`src/rtl/uart_pkg.sv`:
```
// Shared UART definitions: default field widths and the baud configuration
// record written by the register file and consumed by uart_baud_gen.
package uart_pkg;

  localparam int unsigned DivWDef  = 16;  // integer clock divisor width
  localparam int unsigned OsrWDef  = 4;   // oversample-ratio field width
  localparam int unsigned FracWDef = 4;   // fractional divisor width

  // Baud configuration as held in the register file.
  typedef struct packed {
    logic [DivWDef-1:0]  divisor;  // acq period minus 1, in clk cycles
    logic [FracWDef-1:0] frac;     // extra period per acq tick, 1/2^FracWDef clk units
    logic [OsrWDef-1:0]  osr;      // acq ticks per bit minus 1
  } uart_cfg_t;

endpackage

```
`src/rtl/uart_frac_accum.sv`:
```
// Fractional divisor accumulator for uart_baud_gen.
// Adds the shadowed fractional divisor on every acq terminal and flags that the
// following acq period must be one clk longer whenever the sum carries out.
//
// Ports:
//   clk       system clock
//   rst       asynchronous, active-low reset
//   load_i    reload the fractional shadow from frac_i
//   frac_i    fractional period extension per acq tick
//   clr_i     clear accumulator and stretch (idle or resync)
//   step_i    acq terminal reached this cycle
//   stretch_o next acq period is one clk longer
module uart_frac_accum
  import uart_pkg::*;
#(
  parameter int unsigned FRAC_W = FracWDef
) (
  input  logic              clk,
  input  logic              rst,
  input  logic              load_i,
  input  logic [FRAC_W-1:0] frac_i,
  input  logic              clr_i,
  input  logic              step_i,
  output logic              stretch_o
);

  logic [FRAC_W-1:0] frac_s_q;
  logic [FRAC_W-1:0] acc_q, acc_d;
  logic              stretch_q, stretch_d;
  logic [FRAC_W:0]   sum;

  always_comb begin
    sum       = {1'b0, acc_q} + {1'b0, frac_s_q};
    acc_d     = acc_q;
    stretch_d = stretch_q;
    if (clr_i) begin
      acc_d     = '0;
      stretch_d = 1'b0;
    end else if (step_i) begin
      acc_d     = sum[FRAC_W-1:0];
      stretch_d = sum[FRAC_W];
    end
  end

  always_ff @(posedge clk or negedge rst) begin
    if (!rst) begin
      frac_s_q  <= '0;
      acc_q     <= '0;
      stretch_q <= 1'b0;
    end else begin
      if (load_i) frac_s_q <= frac_i;
      acc_q     <= acc_d;
      stretch_q <= stretch_d;
    end
  end

  assign stretch_o = stretch_q;

endmodule

```
`src/rtl/uart_baud_gen.sv`:
```
// UART baud-rate generator: produces the RX oversample strobe (acq_o), the TX
// bit strobe (baud_o) and a mid-bit sample strobe (mid_o) from the system clock,
// with programmable divisor, oversampling ratio and an RX phase-resync input.
//
// Build option: define UART_BAUD_FRAC_EN to enable the fractional divisor
// (uart_frac_accum). Without it frac_i is ignored and the acq period is exactly
// divisor+1 clk; the port list is identical in both builds.
//
// Ports:
//   clk        system clock
//   rst        asynchronous, active-low reset
//   en_i       generator enable
//   divisor_i  acq period minus 1, in clk cycles
//   frac_i     fractional period extension per acq tick
//   osr_i      acq ticks per bit minus 1
//   resync_i   single-clk pulse restarting the bit phase
//   acq_o      oversample strobe
//   baud_o     bit strobe, on the last acq_o of a bit
//   mid_o      mid-bit strobe, on acq_o index osr>>1
//   active_o   registered enable
module uart_baud_gen
  import uart_pkg::*;
#(
  parameter int unsigned DIV_W  = DivWDef,
  parameter int unsigned OSR_W  = OsrWDef,
  parameter int unsigned FRAC_W = FracWDef
) (
  input  logic              clk,
  input  logic              rst,
  input  logic              en_i,
  input  logic [DIV_W-1:0]  divisor_i,
  input  logic [FRAC_W-1:0] frac_i,
  input  logic [OSR_W-1:0]  osr_i,
  input  logic              resync_i,
  output logic              acq_o,
  output logic              baud_o,
  output logic              mid_o,
  output logic              active_o
);

  logic             en_q;
  logic [DIV_W-1:0] div_s_q;
  logic [OSR_W-1:0] osr_s_q;
  // One bit wider than the divisor so a stretched maximum divisor still fits.
  logic [DIV_W:0]   cnt_q, cnt_d;
  logic [DIV_W:0]   target;
  logic [OSR_W-1:0] os_q, os_d;
  logic             acq_q, acq_d;
  logic             baud_q, baud_d;
  logic             mid_q, mid_d;
  logic             stretch;
  logic             clr;
  logic             load;
  logic             terminal;

  // Idle or resync clears the phase; resync beats a simultaneous terminal.
  assign clr      = ~en_q | resync_i;
  // Config is live while idle, otherwise it only changes at a bit boundary.
  assign load     = ~en_q | baud_q;
  assign target   = {1'b0, div_s_q} + {{DIV_W{1'b0}}, stretch};
  assign terminal = ~clr & (cnt_q == target);

`ifdef UART_BAUD_FRAC_EN
  uart_frac_accum #(
    .FRAC_W (FRAC_W)
  ) u_frac_accum (
    .clk       (clk),
    .rst       (rst),
    .load_i    (load),
    .frac_i    (frac_i),
    .clr_i     (clr),
    .step_i    (terminal),
    .stretch_o (stretch)
  );
`else
  logic unused_frac;
  assign unused_frac = ^frac_i;
  assign stretch     = 1'b0;
`endif

  always_comb begin
    cnt_d  = cnt_q;
    os_d   = os_q;
    acq_d  = 1'b0;
    baud_d = 1'b0;
    mid_d  = 1'b0;
    if (clr) begin
      cnt_d = '0;
      os_d  = '0;
    end else if (terminal) begin
      cnt_d  = '0;
      acq_d  = 1'b1;
      baud_d = (os_q == osr_s_q);
      mid_d  = (os_q == (osr_s_q >> 1));
      os_d   = baud_d ? '0 : os_q + 1'b1;
    end else begin
      cnt_d = cnt_q + 1'b1;
    end
  end

  always_ff @(posedge clk or negedge rst) begin
    if (!rst) begin
      div_s_q <= '0;
      osr_s_q <= '0;
    end else if (load) begin
      div_s_q <= divisor_i;
      osr_s_q <= osr_i;
    end
  end

  always_ff @(posedge clk or negedge rst) begin
    if (!rst) begin
      en_q   <= 1'b0;
      cnt_q  <= '0;
      os_q   <= '0;
      acq_q  <= 1'b0;
      baud_q <= 1'b0;
      mid_q  <= 1'b0;
    end else begin
      en_q   <= en_i;
      cnt_q  <= cnt_d;
      os_q   <= os_d;
      acq_q  <= acq_d;
      baud_q <= baud_d;
      mid_q  <= mid_d;
    end
  end

  assign acq_o    = acq_q;
  assign baud_o   = baud_q;
  assign mid_o    = mid_q;
  assign active_o = en_q;

endmodule

```
`config.mk`:
```
export PLATFORM = sky130hd
export DESIGN_NAME = uart_baud_gen
export DESIGN_NICKNAME = d
export VERILOG_FILES = /design/src/rtl/uart_pkg.sv /design/src/rtl/uart_frac_accum.sv /design/src/rtl/uart_baud_gen.sv
export SDC_FILE = /design/constraint.sdc
export NUM_CORES = 1
export LEC_CHECK = 0
export CAP_MARGIN = 0
export CORE_ASPECT_RATIO = 1.2
export CORE_MARGIN = 3
export CORE_UTILIZATION = 45
export CTS_CLUSTER_SIZE = 14
export DETAILED_ROUTE_END_ITERATION = 16
export DONT_BUFFER_PORTS = 1
export MAX_ROUTING_LAYER = met4
export PLACE_DENSITY = 0.58
export RECOVER_POWER = 100
export SYNTH_ARGS = -nofsm -noshare
export SYNTH_HDL_FRONTEND = slang
export SYNTH_SLANG_ARGS = --single-unit
export TNS_END_PERCENT = 1
```
`constraint.sdc`:
```
create_clock -name clk -period 3.3 [get_ports clk]
set_clock_uncertainty 0.05 [all_clocks]
set_input_delay 0.495 -clock clk [delete_from_list [all_inputs] [get_ports clk]]
set_output_delay 0.495 -clock clk [all_outputs]
set_load 0.03 [all_outputs]
```
# Word-level counts from Yosys, hierarchy flattened
# Cells that the tools add are included.
# totals
ff_bits	45
latch_bits	0
ramBits	0
romBits	0
input_bits	28
elab_cells	30
memories	0
# op_classes
addsub	2
n_mul	0
div	0
magnitude_cmp	0
n_eq_ne	3
shift	0
muxes	11
bitwise	5
n_reduce_logical	1
# ops
op	count
$mux W17	2
$add A17 B1 Y17 const B	1
$eq A17 B16 Y1	1
$mux W4	3
$mux W1	6
$add A4 B1 Y4 const B	1
$eq A4 B3 Y1	1
$eq A4 B4 Y1	1
$not A1 Y1	2
$or A1 B1 Y1	2
$reduce_bool A2 Y1	1
$and A1 B1 Y1	1

# Longest topological paths before layout
# Gate-level depths: netlist (run 1).
# logic_depth
depth_word	6
mapped_depth	6
ltp_nobuf	5

# Worst setup path before layout (run 1)
# No wires, ideal clock.
# synth_timing
kind	register -> register
from	register cnt_q[6]
to	register cnt_q[10]
t_arrival_ns	1.494
required_time_ns	3.131
path_slack_ns	1.637
path_stages_with_launch	7
path_buffers	1
period_less_slack_ns	1.663
cell_sequence	dfrtp_1 > xor2_1 > nor4_2 > nand3_1 > o21ai_4 > buf_12 > nor2_2
# synth_via
elab_chain_cells	4
# synth_lines
item	line_no	rtl
from (decl)	uart_baud_gen.sv:45	logic [DIV_W:0] cnt_q, cnt_d;
from (signal assigned)	uart_baud_gen.sv:121	cnt_q <= cnt_d;
branches (longest 2 deep; another with $add A17 B1 Y17)	--	
$mux W17 *	uart_baud_gen.sv:90	end else if (terminal) begin
$mux W17 *	uart_baud_gen.sv:87	if (clr) begin
via cnt_d[10]	uart_baud_gen.sv:45	
# Mark *: on every way through the listed nets, which the timed path passes.
# A chain may end at the register's enable or synchronous reset.

# Worst setup path in the final report (run 1)
# layout_timing
from	register cnt_q[2]
to	register os_q[0]
# layout_via
elab_chain_cells	3
# layout_lines
item	line_no	rtl
$eq A17 B16 Y1	uart_baud_gen.sv:61	assign terminal = ~clr & (cnt_q == target);
$and A1 B1 Y1	uart_baud_gen.sv:61	
$reduce_bool A2 Y1 (no line)	--	
to (signal assigned)	uart_baud_gen.sv:122	os_q <= os_d;
to (decl)	uart_baud_gen.sv:47	logic [OSR_W-1:0] os_q, os_d;
# No other way between the ends.

==> impl_metrics.toml, run 1 <==
[worst_setup_path]
r2r_slack_ns = 1.30
worstSetupEndpointType = "flop"
cp.required_ns = 3.41
worstSetupPathType = "reg -> reg"
cp_max_fo = 17
r2r_end = "os_q[0]$_DFFE_PN0P_"
r2r_start = "cnt_q[2]$_DFF_PN0_"
critPathArrivalTime_ns = 2.12
rr_worst_depth = 5
cp-start-kind = "flop"

[synthesis]
synth-seq-cells = 45
synth.distinct_cells = 31
netlist_instances = 188
syn_area_per_cell_um2 = 11.89
async_flop_share_pct = 100.0
synthTopCellsByArea = "dfrtp_1, xor2_1, mux2_2, xnor2_1, nor2_2"
synthesis.nets = 218
synth-edff-count = 0
ys_seq_area_share_pct = 50.39
synthDominantCellAreaShare_pct = 50.39
synth_top_cell_by_area = "dfrtp_1"
syn_area_um2 = 2235
ys_warn_count = 0
synthFlopType = "dfrtp_1"

[timing]
finalMaxSlewViolations = 0
tightest_slew_ns = 0.9497
hold_violations = 0
min_period_ns = 2.004
timing.fmax_mhz = 498.9
timing.final.ws_setup_ns = 1.296
tns_ns = 0
setup_viol = 0
min_period_over_period_pct = 60.74
rsz0062_at_grt = "false"
max_slew_margin_pct = 36.69

[route]
routedWlPerCell_um = 15.88
first_iter_violations = 63
vias_per_cell = 5.367
drt_wl_total_mm = 3.985
drt-pass1-iter-count = 4
drcViolationCount = 0
vias = 1347
ant_nets = 0

[global_route]
grt-ovfl-total = 0
grt_pass1_wl_mm = 6.686
grt_use_total_pct = 14.78
antenna_found_initial = 0
grt_pass1_vias = 1454
grt_max_degree = 46

[floorplanning]
core_area_um2 = 4696
dieArea_um2 = 5851
initial_core_util_pct = 47.59
die_x_um = 70.33
ios = 32
die_y_um = 83.20
row_count = 27

[finish]
num_antenna_cells = 0
final_common_cell = "dfrtp_1"
finalInstanceArea_um2 = 2380
num-fill-cells = 434
fin_util_pct = 50.68
area_delta_synth_final_pct = 6.495
fin_nets = 223
drive_gt1_share_pct = 23.32
final_cell_mix = "dfrtp_1, xor2_1, mux2_2"
fin_cells = 251

[clocking]
cts_tree = "done"
path_clk_slew_ns = 0.08
cts_root_buffer = "clkbuf_8"
cts_resized = 0
clockBufferDepth = 2
cts_sinks = 45
htree_levels = 2
cts_buffers = 5
insertion_delay_ns = 0.29

[place]
io_buffers = 0
place_inst = 242
pre_cts_ws_ns = 1.203
hpwlAfterDp_mm = 2.815
routabilityCongestion = 0.8235
placed_area_um2 = 2276

[pwr]
ir_worst_vdd_mv = 0.2037
leakage_nw = 1.003
p_per_area_nw_per_um2 = 431.7

[min_path]
hold_depth = 0
hp-start = "en_i"
hold_class = "in -> reg"
min_to = "active_o$_DFF_PN0_"

[flow_run]
cap_violations = 0

[status]
status = "complete, no violations"
-- sequential cells by signal (all words and copies together) (netlist names) --
register and count:
acq_o 1, active_o 1, baud_o 1, cnt_q 17, div_s_q 16, mid_o 1
os_q 4, osr_s_q 4
-- power by group --
part | leakage (nW) | internal (mW) | switching, mW
registers | 0.580 | 0.577 | 0.0235
clock network | 0.0443 | 0.166 | 0.171
logic | 0.379 | 0.0442 | 0.0453
-- per-stage QoR --
stage / hold WS (ns) / power, mW
5_1_grt: 0.1541 / 1.079
3_3_place_gp: 0.1505 / 0.6863
2_1_floorplan: 0.1494 / 0.6734
4_1_cts: 0.1641 / 1.045
3_5_place_dp: 0.1507 / 0.6895
6_report: 0.1759 / 1.027
-- worst max-delay path: stages (launching register included) --
cell,delay [ns]
dfrtp_1,0.46
xor2_1,0.22
nor4_1,0.29
nand2_1,0.18
o21ai_4,0.53
o22ai_1,0.14
-- per-layer routing --
| metal | global-route usage [%] | routed length [um] | up-vias |
|---|---|---|---|
| met4 | 6.272 | 93 | 0 |
| met2 | 24.53 | 2108 | 23 |
| met5 | - | 0 | - |
| met3 | 3.632 | 125 | 9 |
| met1 | 16.84 | 1658 | 670 |
| li1 | - | - | 645 |
-- logic make-up after synthesis --
| family | after synthesis | synth area share [%] |
|---|---|---|
| xor+xnor | 38 | 14.89 |
| simple gates | 68 | 17.41 |
| flops | 45 | 50.39 |
| mux | 21 | 10.53 |
| buf+inv | 8 | 2.071 |
| fa+ha+maj | 2 | 1.120 |
| compound gates | 6 | 3.584 |
-- area by class of cell --
| cell class | count | area (um^2) | area share (%) |
|---|---|---|---|
| flip-flops and latches | 45 | 1126 | 47.32 |
| multi-input cells | 135 | 1042 | 43.80 |
| clock buffers | 7 | 86.33 | 3.628 |
| well taps | 58 | 72.57 | 3.049 |
| repair buffers | 2 | 37.54 | 1.577 |
| inverters | 4 | 15.01 | 0.6309 |
-- cells in the mapped netlist (all sizes together) (2+ instances only) --
library cell / n
nand2: 12
xnor2: 12
and2: 2
xor2: 26
nand3: 11
o41ai: 2
and3: 4
ha: 2
clkbuf: 3
inv: 4
nand4: 2
nor4: 4
nor3: 7
mux2: 20
nor2: 21
dfrtp: 45
nand2b: 2
-- worst max path at each step --
stage,startpoint,endpoint,slack (ns),cells after the start
final,cnt_q[2]$_DFF_PN0_,os_q[0]$_DFFE_PN0P_,1.30,5
after global routing,cnt_q[14]$_DFF_PN0_,os_q[0]$_DFFE_PN0P_,1.11,5
after CTS,cnt_q[6]$_DFF_PN0_,os_q[0]$_DFFE_PN0P_,1.20,5
after detailed placement,cnt_q[14]$_DFF_PN0_,os_q[0]$_DFFE_PN0P_,1.20,5
after global placement,cnt_q[13]$_DFF_PN0_,os_q[0]$_DFFE_PN0P_,1.23,5
after floorplan,cnt_q[6]$_DFF_PN0_,cnt_q[9]$_DFF_PN0_,1.64,6
-- repair_timing --
item,in CTS,in global routing
hold buffers,2,0
endpoints found under the setup margin,0,0
setup buffers,0,0
hold endpoints to repair,45,0
(Power assumes the default switching activity.)
==> inputs of run 2 (changes only) <==
clock period = 1.86 ns   (was 3.3 ns; I/O delays follow)
==> run 2 against run 1 <==
Routed wire length rose by 0.78%. Largest power group unchanged. Critical endpoint is now cnt_q[4]$_DFF_PN0_. First-iteration DRC count shrank 35%. Power is 100% higher. Flip-flop and latch count is the same. Critical path type unchanged. Cell count is 4.0% higher. Die area did not move.
==> impl_metrics.toml, run 2 (synthesis results as in run 1) <==
[pwr]
ir_worst_vdd_mv = 0.5046
p_per_area_nw_per_um2 = 832.3
switching_share_pct = 21.43
seqPwrFrac_pct = 51.1
power_mw = 2.089
clkPwrFrac_pct = 40.8
leakage_nw = 1.067
p_switching_mw = 0.4477
combinationalPowerShare_pct = 8.1
power.internal_mw = 1.641

[finish]
drive_gt1_share_pct = 30.05
num-fill-cells = 435
reg_top3 = "cnt_q: 17 flops, div_s_q: 16 flops"
largest_reg_flops = 17
fin_nets = 232
num_antenna_cells = 0
area_delta_synth_final_pct = 12.32
regMostFlops = "cnt_q"
final_common_cell = "dfrtp_1"
multi_input_area_um2 = 1074
final_cell_mix = "dfrtp_1, xor2_1, mux2_2"
fin_cells = 261
regArea_um2 = 1127

[global_route]
grt_pass1_vias = 1540
grt_use_total_pct = 15.61
grt-ovfl-total = 0
grt_pass1_wl_mm = 7.058
antenna_found_initial = 0
grt_max_degree = 46

[floorplanning]
initial_core_util_pct = 47.59
die_y_um = 83.20
ios = 32
row_count = 27
core_area_um2 = 4696
dieArea_um2 = 5851
die_x_um = 70.33

[min_path]
hold_class = "in -> reg"

[route]
drcViolationCount = 0
ant_nets = 0
drt_wl_total_mm = 4.016
vias_per_cell = 5.314
vias = 1387
drt-pass1-iter-count = 4
routedWlPerCell_um = 15.39
first_iter_violations = 41

[timing]
min_period_over_period_pct = 95.72
tightest_slew_ns = 1.096
hold_violations = 0
timing.fmax_mhz = 561.7
min_period_ns = 1.780
setup_viol = 0
finalMaxSlewViolations = 0
rsz0062_at_grt = "true"
max_slew_margin_pct = 26.94
timing.final.ws_setup_ns = 0.07968

[clocking]
cts_root_buffer = "clkbuf_8"
path_clk_slew_ns = 0.08
cts_setup_buffers = 0
htree_levels = 2
cts_tree = "done"
cts_sinks = 45
clockBufferDepth = 2
cts_buffers = 5
insertion_delay_ns = 0.29

[place]
routabilityCongestion = 0.8337
place_inst = 250
io_buffers = 0
pre_cts_ws_ns = 0.03993
hpwlAfterDp_mm = 2.991

[status]
status = "complete, no violations"

[worst_setup_path]
cp.required_ns = 1.99
critPathTopFamily = "simple AND/OR/NAND/NOR gates"
worstSetupEndpointType = "flop"
critical_path.cell_chain = "xor2_1, nor4_2, nand3_1, o21ai_4, buf_12, nor2_1"
max_stage_delay_ns = 0.45
cp-start-kind = "flop"
cp_max_fo = 16
crit_buf_inv = 1
critPathSlowestCell = "dfrtp_2"
critPathArrivalTime_ns = 1.91
worstSetupPathType = "reg -> reg"

[flow_run]
cap_violations = 0
[run 2: cell count changes in the layout (fill, tap and decap cells not counted), sizes merged]
cell         previous run  this run
buf                     1         5
clkinv                  0         1
bufinv                  0         2
dlygate4sd3             1         2
clkbuf                  7         9
[run 2: path summary, 6_finish.rpt]
path,startpoint,cells after the start,slack (ns),to
max,cnt_q[1]$_DFF_PN0_,6,0.08,cnt_q[4]$_DFF_PN0_
min,divisor_i[14],1,0.08,div_s_q[14]$_DFFE_PN0P_
max reg2reg,cnt_q[1]$_DFF_PN0_,6,0.08,cnt_q[4]$_DFF_PN0_
min reg2reg,div_s_q[8]$_DFFE_PN0P_,1,0.49,div_s_q[8]$_DFFE_PN0P_
max in group asynchronous,rst,2,0.33,cnt_q[1]$_DFF_PN0_
min in group asynchronous,rst,2,0.69,mid_o$_DFF_PN0_
[run 2: cell type report]
| cell class | instances | area share, % |
|---|---|---|
| clock inverters | 3 | 2.592 |
| flip-flops and latches | 45 | 44.92 |
| clock buffers | 5 | 2.742 |
| multi-input cells | 135 | 42.77 |
| repair buffers | 11 | 3.490 |
| well taps | 58 | 2.891 |
| inverters | 4 | 0.5982 |
[run 2: worst reg2reg max path: cells and delay by family, from the launching register on]
kind / cells / cell delay [ns]
compound gates: 1 / 0.21
flops: 1 / 0.45
buf+inv: 1 / 0.18
simple gates: 3 / 0.59
xor+xnor: 1 / 0.19
[run 2: what timing repair did]
| item | 4_1_cts | 5_1_grt |
|---|---|---|
| hold endpoints to repair | 46 | 0 |
| resized for setup | 0 | 4 |
| setup endpoints to repair | 0 | 22 |
| hold buffers | 3 | 0 |
[run 2: layer usage]
layer	track usage, %	wire length [um]	up-vias
met5	-	0	-
met4	8.188	116	0
met2	24.96	2084	27
met1	17.55	1663	682
li1	-	-	667
met3	4.479	152	11
[run 2: power by group through the flow]
stage	Clock (mW)	Combinational (mW)	Sequential, mW
2_1_floorplan	0	0.120	1.08
3_3_place_gp	0	0.143	1.09
3_5_place_dp	0	0.148	1.09
4_1_cts	0.882	0.179	1.07
5_1_grt	0.928	0.191	1.07
6_report	0.852	0.169	1.07
[run 2: through the flow]
| step | hold slack (ns) | utilization, % | area, um^2 | TNS, ns |
|---|---|---|---|---|
| after floorplan | -0.06659 | - | 2235 | 0 |
| after global placement | -0.06551 | 50.01 | 2349 | 0 |
| after detailed placement | -0.06547 | 50.01 | 2349 | 0 |
| after CTS | 0.06656 | 53.88 | 2530 | 0 |
| after global routing | 0.05786 | 53.45 | 2510 | -0.01065 |
| final | 0.08022 | 53.45 | 2510 | 0 |
